==> src/rtl/can_mac_rx_frame_ctrl.sv <==
// CAN MAC receive frame controller: walks base-format frame fields, hands frames upward, flags errors.
// Defining CAN_RX_CRC_CHECK_EN compiles in CRC-15 checking of received frames.
module can_mac_rx_frame_ctrl #(
  parameter int IDLE_BITS      = 11,
  parameter int MAX_DATA_BYTES = 8
) (
  input  logic        clk,
  input  logic        reset,
  input  logic        can_clk_en,
  input  logic        des_bit,
  input  logic        des_valid,
  output logic        des_ready,
  input  logic        stuff_error,
  output logic        destuffing_enable,
  output logic        frame_valid,
  input  logic        frame_ack,
  output logic [10:0] frame_id,
  output logic        frame_rtr,
  output logic [3:0]  frame_dlc,
  output logic [63:0] frame_data,
  output logic        err_valid,
  output logic [2:0]  err_code,
  output logic        overrun
);

  localparam int IW = $clog2(IDLE_BITS + 1);

  localparam logic [2:0] ERR_STUFF = 3'd1;
  localparam logic [2:0] ERR_FORM  = 3'd2;
`ifdef CAN_RX_CRC_CHECK_EN
  localparam logic [2:0] ERR_CRC   = 3'd3;
`endif
  localparam logic [2:0] ERR_IDE   = 3'd4;

  typedef enum logic [3:0] {
    S_WAIT_IDLE, S_IDLE, S_ID, S_RTR, S_IDE, S_R0, S_DLC, S_DATA, S_CRC,
    S_CRC_DELIM, S_ACK_SLOT, S_ACK_DELIM, S_EOF, S_INTERMISSION, S_ERROR
  } state_t;

  state_t         state_q;
  logic [IW-1:0]  idle_cnt_q;
  logic [5:0]     cnt_q;
  logic           destuff_en_q;
  logic [10:0]    id_q;
  logic           rtr_q;
  logic [3:0]     dlc_q;
  logic [63:0]    data_q;
  logic           frame_valid_q;
  logic [10:0]    frame_id_q;
  logic           frame_rtr_q;
  logic [3:0]     frame_dlc_q;
  logic [63:0]    frame_data_q;
  logic           err_valid_q;
  logic [2:0]     err_code_q;
  logic           overrun_q;

  logic           tick;
  logic           publish;
  logic           err_det;
  logic [2:0]     err_kind;
  logic [3:0]     dlc_full;
  logic [3:0]     dlc_eff;
  logic [5:0]     data_last;

`ifdef CAN_RX_CRC_CHECK_EN
  logic [14:0]    crc_q;
  logic [14:0]    crc_d;
  logic [14:0]    crc_rx_q;

  always_comb begin
    crc_d = {crc_q[13:0], 1'b0} ^ ((des_bit ^ crc_q[14]) ? 15'h4599 : 15'h0000);
  end
`endif

  // An overrun drops the new frame rather than stalling, so the bit stream is never back-pressured.
  assign des_ready = 1'b1;
  assign tick      = can_clk_en & des_valid & des_ready;

  always_comb begin
    dlc_full  = {dlc_q[2:0], des_bit};
    dlc_eff   = (dlc_q > 4'(MAX_DATA_BYTES)) ? 4'(MAX_DATA_BYTES) : dlc_q;
    data_last = 6'({dlc_eff, 3'b111} - 7'd8);
    publish   = tick && (state_q == S_EOF) && (cnt_q == 6'd6);
  end

  always_comb begin
    err_det  = 1'b0;
    err_kind = 3'd0;
    if (can_clk_en && destuff_en_q && stuff_error) begin
      err_det  = 1'b1;
      err_kind = ERR_STUFF;
    end else if (tick) begin
      case (state_q)
        S_IDE: if (des_bit) begin
          err_det  = 1'b1;
          err_kind = ERR_IDE;
        end
        S_CRC_DELIM: if (!des_bit) begin
          err_det  = 1'b1;
          err_kind = ERR_FORM;
        end
`ifdef CAN_RX_CRC_CHECK_EN
        else if (crc_q != crc_rx_q) begin
          err_det  = 1'b1;
          err_kind = ERR_CRC;
        end
`endif
        S_ACK_DELIM: if (!des_bit) begin
          err_det  = 1'b1;
          err_kind = ERR_FORM;
        end
        // A dominant last EOF bit is an overload indication and is tolerated.
        S_EOF: if (!des_bit && (cnt_q != 6'd6)) begin
          err_det  = 1'b1;
          err_kind = ERR_FORM;
        end
        default: ;
      endcase
    end
  end

  always_ff @(posedge clk or posedge reset) begin
    if (reset) begin
      state_q       <= S_WAIT_IDLE;
      idle_cnt_q    <= '0;
      cnt_q         <= '0;
      destuff_en_q  <= 1'b0;
      id_q          <= '0;
      rtr_q         <= 1'b0;
      dlc_q         <= '0;
      data_q        <= '0;
      frame_valid_q <= 1'b0;
      frame_id_q    <= '0;
      frame_rtr_q   <= 1'b0;
      frame_dlc_q   <= '0;
      frame_data_q  <= '0;
      err_valid_q   <= 1'b0;
      err_code_q    <= '0;
      overrun_q     <= 1'b0;
`ifdef CAN_RX_CRC_CHECK_EN
      crc_q         <= '0;
      crc_rx_q      <= '0;
`endif
    end else begin
      err_valid_q <= 1'b0;

      if (frame_valid_q && frame_ack) begin
        frame_valid_q <= 1'b0;
        overrun_q     <= 1'b0;
      end
      if (publish) begin
        if (!frame_valid_q || frame_ack) begin
          frame_valid_q <= 1'b1;
          frame_id_q    <= id_q;
          frame_rtr_q   <= rtr_q;
          frame_dlc_q   <= dlc_q;
          frame_data_q  <= data_q;
        end else begin
          overrun_q <= 1'b1;
        end
      end

      if (err_det) begin
        state_q      <= S_ERROR;
        err_valid_q  <= 1'b1;
        err_code_q   <= err_kind;
        destuff_en_q <= 1'b0;
      end else if (state_q == S_ERROR) begin
        state_q    <= S_WAIT_IDLE;
        idle_cnt_q <= IW'(tick && des_bit);
      end else if (tick) begin
`ifdef CAN_RX_CRC_CHECK_EN
        if (state_q inside {S_ID, S_RTR, S_IDE, S_R0, S_DLC, S_DATA}) crc_q <= crc_d;
`endif
        case (state_q)
          S_WAIT_IDLE: begin
            if (des_bit) begin
              if (idle_cnt_q == IW'(IDLE_BITS - 1)) begin
                state_q    <= S_IDLE;
                idle_cnt_q <= '0;
              end else begin
                idle_cnt_q <= idle_cnt_q + 1'b1;
              end
            end else begin
              idle_cnt_q <= '0;
            end
          end
          S_IDLE: if (!des_bit) begin
            state_q      <= S_ID;
            destuff_en_q <= 1'b1;
            cnt_q        <= '0;
            id_q         <= '0;
            dlc_q        <= '0;
            data_q       <= '0;
            err_code_q   <= '0;
`ifdef CAN_RX_CRC_CHECK_EN
            crc_q        <= '0;
`endif
          end
          S_ID: begin
            id_q <= {id_q[9:0], des_bit};
            if (cnt_q == 6'd10) begin
              state_q <= S_RTR;
              cnt_q   <= '0;
            end else begin
              cnt_q <= cnt_q + 6'd1;
            end
          end
          S_RTR: begin
            rtr_q   <= des_bit;
            state_q <= S_IDE;
          end
          S_IDE: state_q <= S_R0;
          S_R0: begin
            state_q <= S_DLC;
            cnt_q   <= '0;
          end
          S_DLC: begin
            dlc_q <= dlc_full;
            if (cnt_q == 6'd3) begin
              cnt_q   <= '0;
              state_q <= (rtr_q || (dlc_full == 4'd0)) ? S_CRC : S_DATA;
            end else begin
              cnt_q <= cnt_q + 6'd1;
            end
          end
          S_DATA: begin
            data_q[6'd63 - cnt_q] <= des_bit;
            if (cnt_q == data_last) begin
              state_q <= S_CRC;
              cnt_q   <= '0;
            end else begin
              cnt_q <= cnt_q + 6'd1;
            end
          end
          S_CRC: begin
`ifdef CAN_RX_CRC_CHECK_EN
            crc_rx_q <= {crc_rx_q[13:0], des_bit};
`endif
            // Stuffing ends with the last CRC bit; the delimiters onward are fixed-form.
            if (cnt_q == 6'd14) begin
              destuff_en_q <= 1'b0;
              state_q      <= S_CRC_DELIM;
              cnt_q        <= '0;
            end else begin
              cnt_q <= cnt_q + 6'd1;
            end
          end
          S_CRC_DELIM: state_q <= S_ACK_SLOT;
          S_ACK_SLOT:  state_q <= S_ACK_DELIM;
          S_ACK_DELIM: begin
            state_q <= S_EOF;
            cnt_q   <= '0;
          end
          S_EOF: begin
            if (cnt_q == 6'd6) begin
              state_q <= S_INTERMISSION;
              cnt_q   <= '0;
            end else begin
              cnt_q <= cnt_q + 6'd1;
            end
          end
          S_INTERMISSION: begin
            if (!des_bit) begin
              cnt_q <= '0;
            end else if (cnt_q == 6'd2) begin
              state_q <= S_IDLE;
              cnt_q   <= '0;
            end else begin
              cnt_q <= cnt_q + 6'd1;
            end
          end
          default: state_q <= S_WAIT_IDLE;
        endcase
      end
    end
  end

  assign destuffing_enable = destuff_en_q;
  assign frame_valid       = frame_valid_q;
  assign frame_id          = frame_id_q;
  assign frame_rtr         = frame_rtr_q;
  assign frame_dlc         = frame_dlc_q;
  assign frame_data        = frame_data_q;
  assign err_valid         = err_valid_q;
  assign err_code          = err_code_q;
  assign overrun           = overrun_q;

endmodule
==> config.mk <==
export PLATFORM = sky130hd
export DESIGN_NAME = can_mac_rx_frame_ctrl
export DESIGN_NICKNAME = d
export VERILOG_FILES = /design/src/rtl/can_mac_rx_frame_ctrl.sv
export SDC_FILE = /design/constraint.sdc
export NUM_CORES = 1
export LEC_CHECK = 0
export CAP_MARGIN = 20
export CELL_PAD_IN_SITES_DETAIL_PLACEMENT = 0
export CELL_PAD_IN_SITES_GLOBAL_PLACEMENT = 1
export CORE_ASPECT_RATIO = 1.2
export CORE_MARGIN = 3
export CORE_UTILIZATION = 45
export DETAILED_ROUTE_END_ITERATION = 10
export GPL_TIMING_DRIVEN = 0
export HOLD_SLACK_MARGIN = 0.06
export PLACE_DENSITY_LB_ADDON = 0.12
export SLEW_MARGIN = 15
export SYNTH_ARGS = -nofsm -noshare
export SYNTH_HDL_FRONTEND = slang
export SYNTH_SLANG_ARGS = --single-unit
==> constraint.sdc <==
create_clock -name clk -period 6.6 [get_ports clk]
set_clock_uncertainty 0.2 [all_clocks]
set_input_delay 0.66 -clock clk [delete_from_list [all_inputs] [get_ports clk]]
set_output_delay 0.66 -clock clk [all_outputs]
set_load 0.02 [all_outputs]
==> results_dict.tcl, run 1 <==
set metrics [dict create \
    cts_setup_buffers 0 \
    worstMarginPinSlew_ps 1060 \
    io_pins 95 \
    syn_nets 728 \
    ys_warn_count 0 \
    timing.hold.ws_ps 297 \
    r2r-end "frame_data[3]" \
    via_count 6188 \
    post-dp-hpwl_um 14800 \
    antenna_cells 0 \
    worst-r2r-cell-count 9 \
    powerDensity_nw_per_um2 247 \
    drv_cap 0 \
    synth_area_leaders "dfrtp_1 56%, mux2_2 12%, o21ai_0 8.3%" \
    syn_area_per_cell_um2 11.2 \
    hold_viol 0 \
    rows 52 \
    drive_gt1_share_pct 20.9 \
    placed_cells 1030 \
    gr-total-overflow 0 \
    cts_tree "built" \
    wire_per_inst_um 20.2 \
    finalPower_mw 2.46 \
    setup_ws_ps 3490 \
    syn_area_um2 8050 \
    die_area_um2 19500 \
    first_pass_iters 5 \
    setup-violations-final 0 \
    fin_tns_setup_ps 0 \
    stdcell_area_um2 9970 \
    endpoint_kind "register" \
    cp.required_ps 6720 \
    synth_edf_count 0 \
    fin_nets 845 \
    rsz0062_at_grt "false" \
    synth_ff_type "dfrtp_1" \
    layout_commonest_cell "dfrtp_1" \
    dpl_cell_area_um2 9350 \
    holdBufCountCts 0 \
    hold_path_class "reg2reg" \
    async_flop_share_pct 100 \
    cts_buffers 17 \
    n_fill_cell 1480 \
    final_cell_mix "181 x dfrtp_1, 133 x o21ai_0, 93 x clkdlybuf4s50_1, 85 x mux2_2, 70 x a21oi_1" \
    reg2reg_slack_ps 3490 \
    synth_top_area_share_pct 56.3 \
    cts_resized 0 \
    drc_errors 0 \
    grt_pass1_wl_um 35100 \
    first_global_vias 6413 \
    grt_usage_pct 22.7 \
    grt_max_degree 107 \
    die_y_um 153 \
    hold_depth 1 \
    postLayoutCoreUtil_pct 58.1 \
    dp_worst_setup_slack_ps 3250 \
    synth-seq-cells 181 \
    fp.coreArea_um2 17200 \
    relSlewSlack_pct 28.9 \
    multi_input_area_um2 3290 \
    min_period_ps 3110 \
    die-width_um 128 \
    final-seq-area_um2 4530 \
    clk_path_buf_depth 2 \
    path_max_fanout 10 \
    totalWireLength_um 21500 \
    clkTransAtPathRegs_ps 70 \
    stdcell_count 1062 \
    synth_cells 716 \
    ys_types 58 \
    rr_startpoint "cnt_q[0]" \
    initial_core_util_pct 46.9 \
    startpoint "cnt_q[0]" \
    routed_via_density 5.83 \
    root_buffer "clkbuf_16" \
    numClockSinks 181 \
    vdd.ir_drop.worst_mv 0.177 \
    final_antenna_net_count 0 \
    hp-start "idle_cnt_q[3]" \
    outcome "finished, final reports clean" \
    clock.fmax_mhz 321 \
    timing.final.crit_share_pct 47.2 \
    crit_arrival_ps 3230 \
    hold_end "idle_cnt_q[3]" \
    syn_to_final_growth_pct 23.9 \
    yosysSeqAreaShare_pct 56.3 \
    clkLatencyLatePin_ps 430 \
    grt_antenna_before_repair 0 \
    htree_num_levels 4 \
    drt_iter0_markers 510 \
    worst_setup_path_start_kind "register" \
    synth_area_leader_cell "dfrtp_1" \
    p_leak_nw 4.65 \
    gp_congestion 0.870 \
    crit_type "reg2reg" \
    port_buffers 93 \
    drv_slew 0 \
]
-- worst max path at each step --
stage / to / slack, ps / cells past startpoint
floorplan: cnt_q[0] / 820 / 1
detailed placement: frame_data[3] / 3250 / 7
global route: frame_data[5] / 3270 / 9
finish: frame_data[3] / 3490 / 9
global placement: frame_data[10] / -1250 / 2
CTS: frame_data[3] / 3460 / 9
-- cells by family after synthesis --
| group | count (synthesis) | synth area share [%] |
|---|---|---|
| xor gates and xnor gates | 7 | 0.762 |
| muxes | 86 | 12.0 |
| DFF | 181 | 56.3 |
| AOI/OAI and AO/OA | 253 | 18.2 |
| other | 1 | 0.0466 |
| adders and majority gates | 5 | 0.777 |
| buffers and inverters | 54 | 3.25 |
| and+or+nand+nor | 129 | 8.69 |
-- cell type report --
cell class | count | area share, %
plain buffers | 45 | 2.28
well taps | 216 | 2.71
clock buffers | 19 | 4.44
multi-input cells | 481 | 33.0
inverters | 9 | 0.414
repair buffers | 98 | 9.99
flip-flops and latches | 181 | 45.4
clock inverters | 13 | 1.77
-- power by group --
group,leakage (nW),switching (mW),internal (mW)
registers,2.51,0.0162,1.12
logic,1.83,0.193,0.0700
clock network,0.301,0.449,0.613
total,4.65,0.658,1.81
-- registers in the layout (all words and copies together), names as in the netlist, 6 cells and up --
| name | count |
|---|---|
| cnt_q | 6 |
| data_q | 64 |
| frame_data | 64 |
| frame_id | 11 |
| id_q | 11 |
-- metal layers --
metal	global-route usage [%]	vias up	share of wire, %
met4	8.44	0	2.7
met2	37.8	195	51
met1	29.4	3121	41
met5	0	-	0
li1	-	2832	-
met3	4.24	40	4.8
-- cells in the mapped netlist (2+ instances only) --
master     number
a211oi_1        2
a21o_1          3
a21oi_1        70
a22o_1         16
a311o_1         2
a31oi_1         4
and2_1          2
and3_1          8
buf_1           3
buf_2          17
buf_4           4
buf_6           2
clkbuf_1       13
clkbuf_2        6
dfrtp_1       181
ha_1            5
inv_1           8
mux2_2         85
nand2_1        32
nand2_2         7
nand2b_1       10
nand3_1        12
nand3b_1        3
nor2_1         22
nor2b_1         5
nor3_1         13
nor3b_1         4
o211a_1         2
o21ai_0       133
o21ai_4         2
o22ai_1         3
o2bb2ai_1       2
o31ai_1         4
or2_2           2
xnor2_1         6
-- critical path, cell delays in order (launching register included) --
cell and delay (ps):
dfrtp_1 350, clkbuf_1 340, inv_1 170, ha_1 290
nand2_1 90, nor3_1 70, and3_1 240, nand2_1 430
buf_2 430, mux2_2 380
(Power assumes the default switching activity.)
==> inputs of run 2 (changes only) <==
Clock period 6.6 ns to 3.2 ns, I/O delays scaled along.
==> results_dict.tcl, run 2 (synthesis results as in run 1) <==
set metrics [dict create \
    hp-start "frame_ack" \
    hold_path_class "in2reg" \
    crit_type "reg2reg" \
    htree_num_levels 4 \
    numClockSinks 181 \
    fin_nets 852 \
    die-width_um 128 \
    final_antenna_net_count 0 \
    totalWireLength_um 21200 \
    fp.coreArea_um2 17200 \
    layout_commonest_cell "dfrtp_1" \
    final_cell_mix "181 x dfrtp_1, 133 x o21ai_0, 93 x clkdlybuf4s50_1, 85 x mux2_2, 70 x a21oi_1" \
    first_pass_iters 6 \
    path_max_fanout 10 \
    drv_slew 0 \
    rr_startpoint "cnt_q[0]" \
    drc_errors 0 \
    root_buffer "clkbuf_16" \
    clk_path_buf_depth 2 \
    die_area_um2 19500 \
    first_global_vias 6395 \
    rsz0062_at_grt "false" \
    cp.required_ps 3290 \
    crit_arrival_ps 3000 \
    gp_congestion 0.874 \
    io_pins 95 \
    cts_setup_buffers 0 \
    initial_core_util_pct 46.9 \
    outcome "finished, final reports clean" \
    syn_to_final_growth_pct 24.6 \
    routed_via_density 5.76 \
    cts_buffers 17 \
    clkLatencyLatePin_ps 430 \
    timing.final.crit_share_pct 90.8 \
    worst_setup_path_start_kind "register" \
    gr-total-overflow 0 \
    setup-violations-final 0 \
    grt_max_degree 39 \
    antenna_cells 0 \
    postLayoutCoreUtil_pct 58.4 \
    grt_usage_pct 22.6 \
    port_buffers 93 \
    p_leak_nw 4.67 \
    via_count 6155 \
    wire_per_inst_um 19.9 \
    relSlewSlack_pct 30.6 \
    post-dp-hpwl_um 15000 \
    drive_gt1_share_pct 21.5 \
    drv_cap 0 \
    rows 52 \
    startpoint "cnt_q[0]" \
    powerDensity_nw_per_um2 492 \
    grt_antenna_before_repair 0 \
    hold_viol 0 \
    grt_pass1_wl_um 34500 \
    min_period_ps 2910 \
    clock.fmax_mhz 344 \
    endpoint_kind "register" \
    vdd.ir_drop.worst_mv 0.368 \
    worstMarginPinSlew_ps 1030 \
    die_y_um 153 \
    drt_iter0_markers 375 \
    clkTransAtPathRegs_ps 70 \
    cts_tree "built" \
    fin_tns_setup_ps 0 \
]
run 2: path summary, 6_finish.rpt:
path                            cells after the start             end  slack [ps]
worst min register to register                      1     err_code[0]         290
worst max register to register                     10      data_q[26]         290
worst min-delay path                                2         overrun         260
min in group asynchronous                           3     frame_id[7]         610
worst max-delay path                               10      data_q[26]         290
max in group asynchronous                           6  frame_data[16]        1220
run 2: metrics by stage:
| stage | power (mW) | instances | worst slack, ps | hold WS, ps | instance area (um^2) |
|---|---|---|---|---|---|
| 2_1_floorplan | 2.75 | 716 | 357 | 210 | 8050 |
| 4_1_cts | 4.98 | 1067 | 78.4 | 248 | 10000 |
| 3_3_place_gp | 2.91 | 1025 | -957 | 267 | 9260 |
| 3_5_place_dp | 2.94 | 1034 | 80.3 | 273 | 9430 |
| 5_1_grt | 5.13 | 1069 | 87.6 | 294 | 10000 |
| 6_report | 4.94 | 1069 | 293 | 262 | 10000 |
run 2: power by group:
group | leakage, nW | switching [mW] | internal, mW
logic | 1.88 | 0.394 | 0.154
registers | 2.51 | 0.0347 | 2.32
clock network | 0.275 | 0.910 | 1.13
total | 4.67 | 1.34 | 3.60
run 2: layout make-up:
cell class,instances,area (um^2)
fill,1471,7150
clock buffer,20,457
buffer,45,228
timing repair buffer,105,1100
clock inverter,12,121
inverter,9,37.5
tap,216,270
multi-input combinational,481,3290
sequential,181,4530
run 2: timing repair:
action                                  in CTS  in global routing
endpoints found under the setup margin       0                 80
resized for setup                            0                  1
endpoints found under the hold margin       15                  0
hold buffers                                 1                  0
run 2: critical path, stage by stage (launching register included):
cell and delay, ps:
dfrtp_1 390, clkbuf_1 210, inv_1 180, ha_1 250
and2_1 190, a211oi_2 100, o21ai_4 300, o211ai_2 320
clkbuf_2 280, o21ai_0 200, o21ai_0 130
run 2: routing by layer:
layer / vias up / GRT usage (%) / wire [um]
met5: - / 0 / 0
met4: 0 / 9.05 / 624
met3: 42 / 3.96 / 906
met2: 197 / 37.7 / 10800
met1: 3078 / 29.0 / 8950
li1: 2838 / - / -
==> inputs of run 3 (changes only) <==
Settings changed: ABC_CLOCK_PERIOD_IN_PS set to 3200.
==> results of run 3 <==
Same layout as run 2: the final DEF is identical, and so are final timing and power.
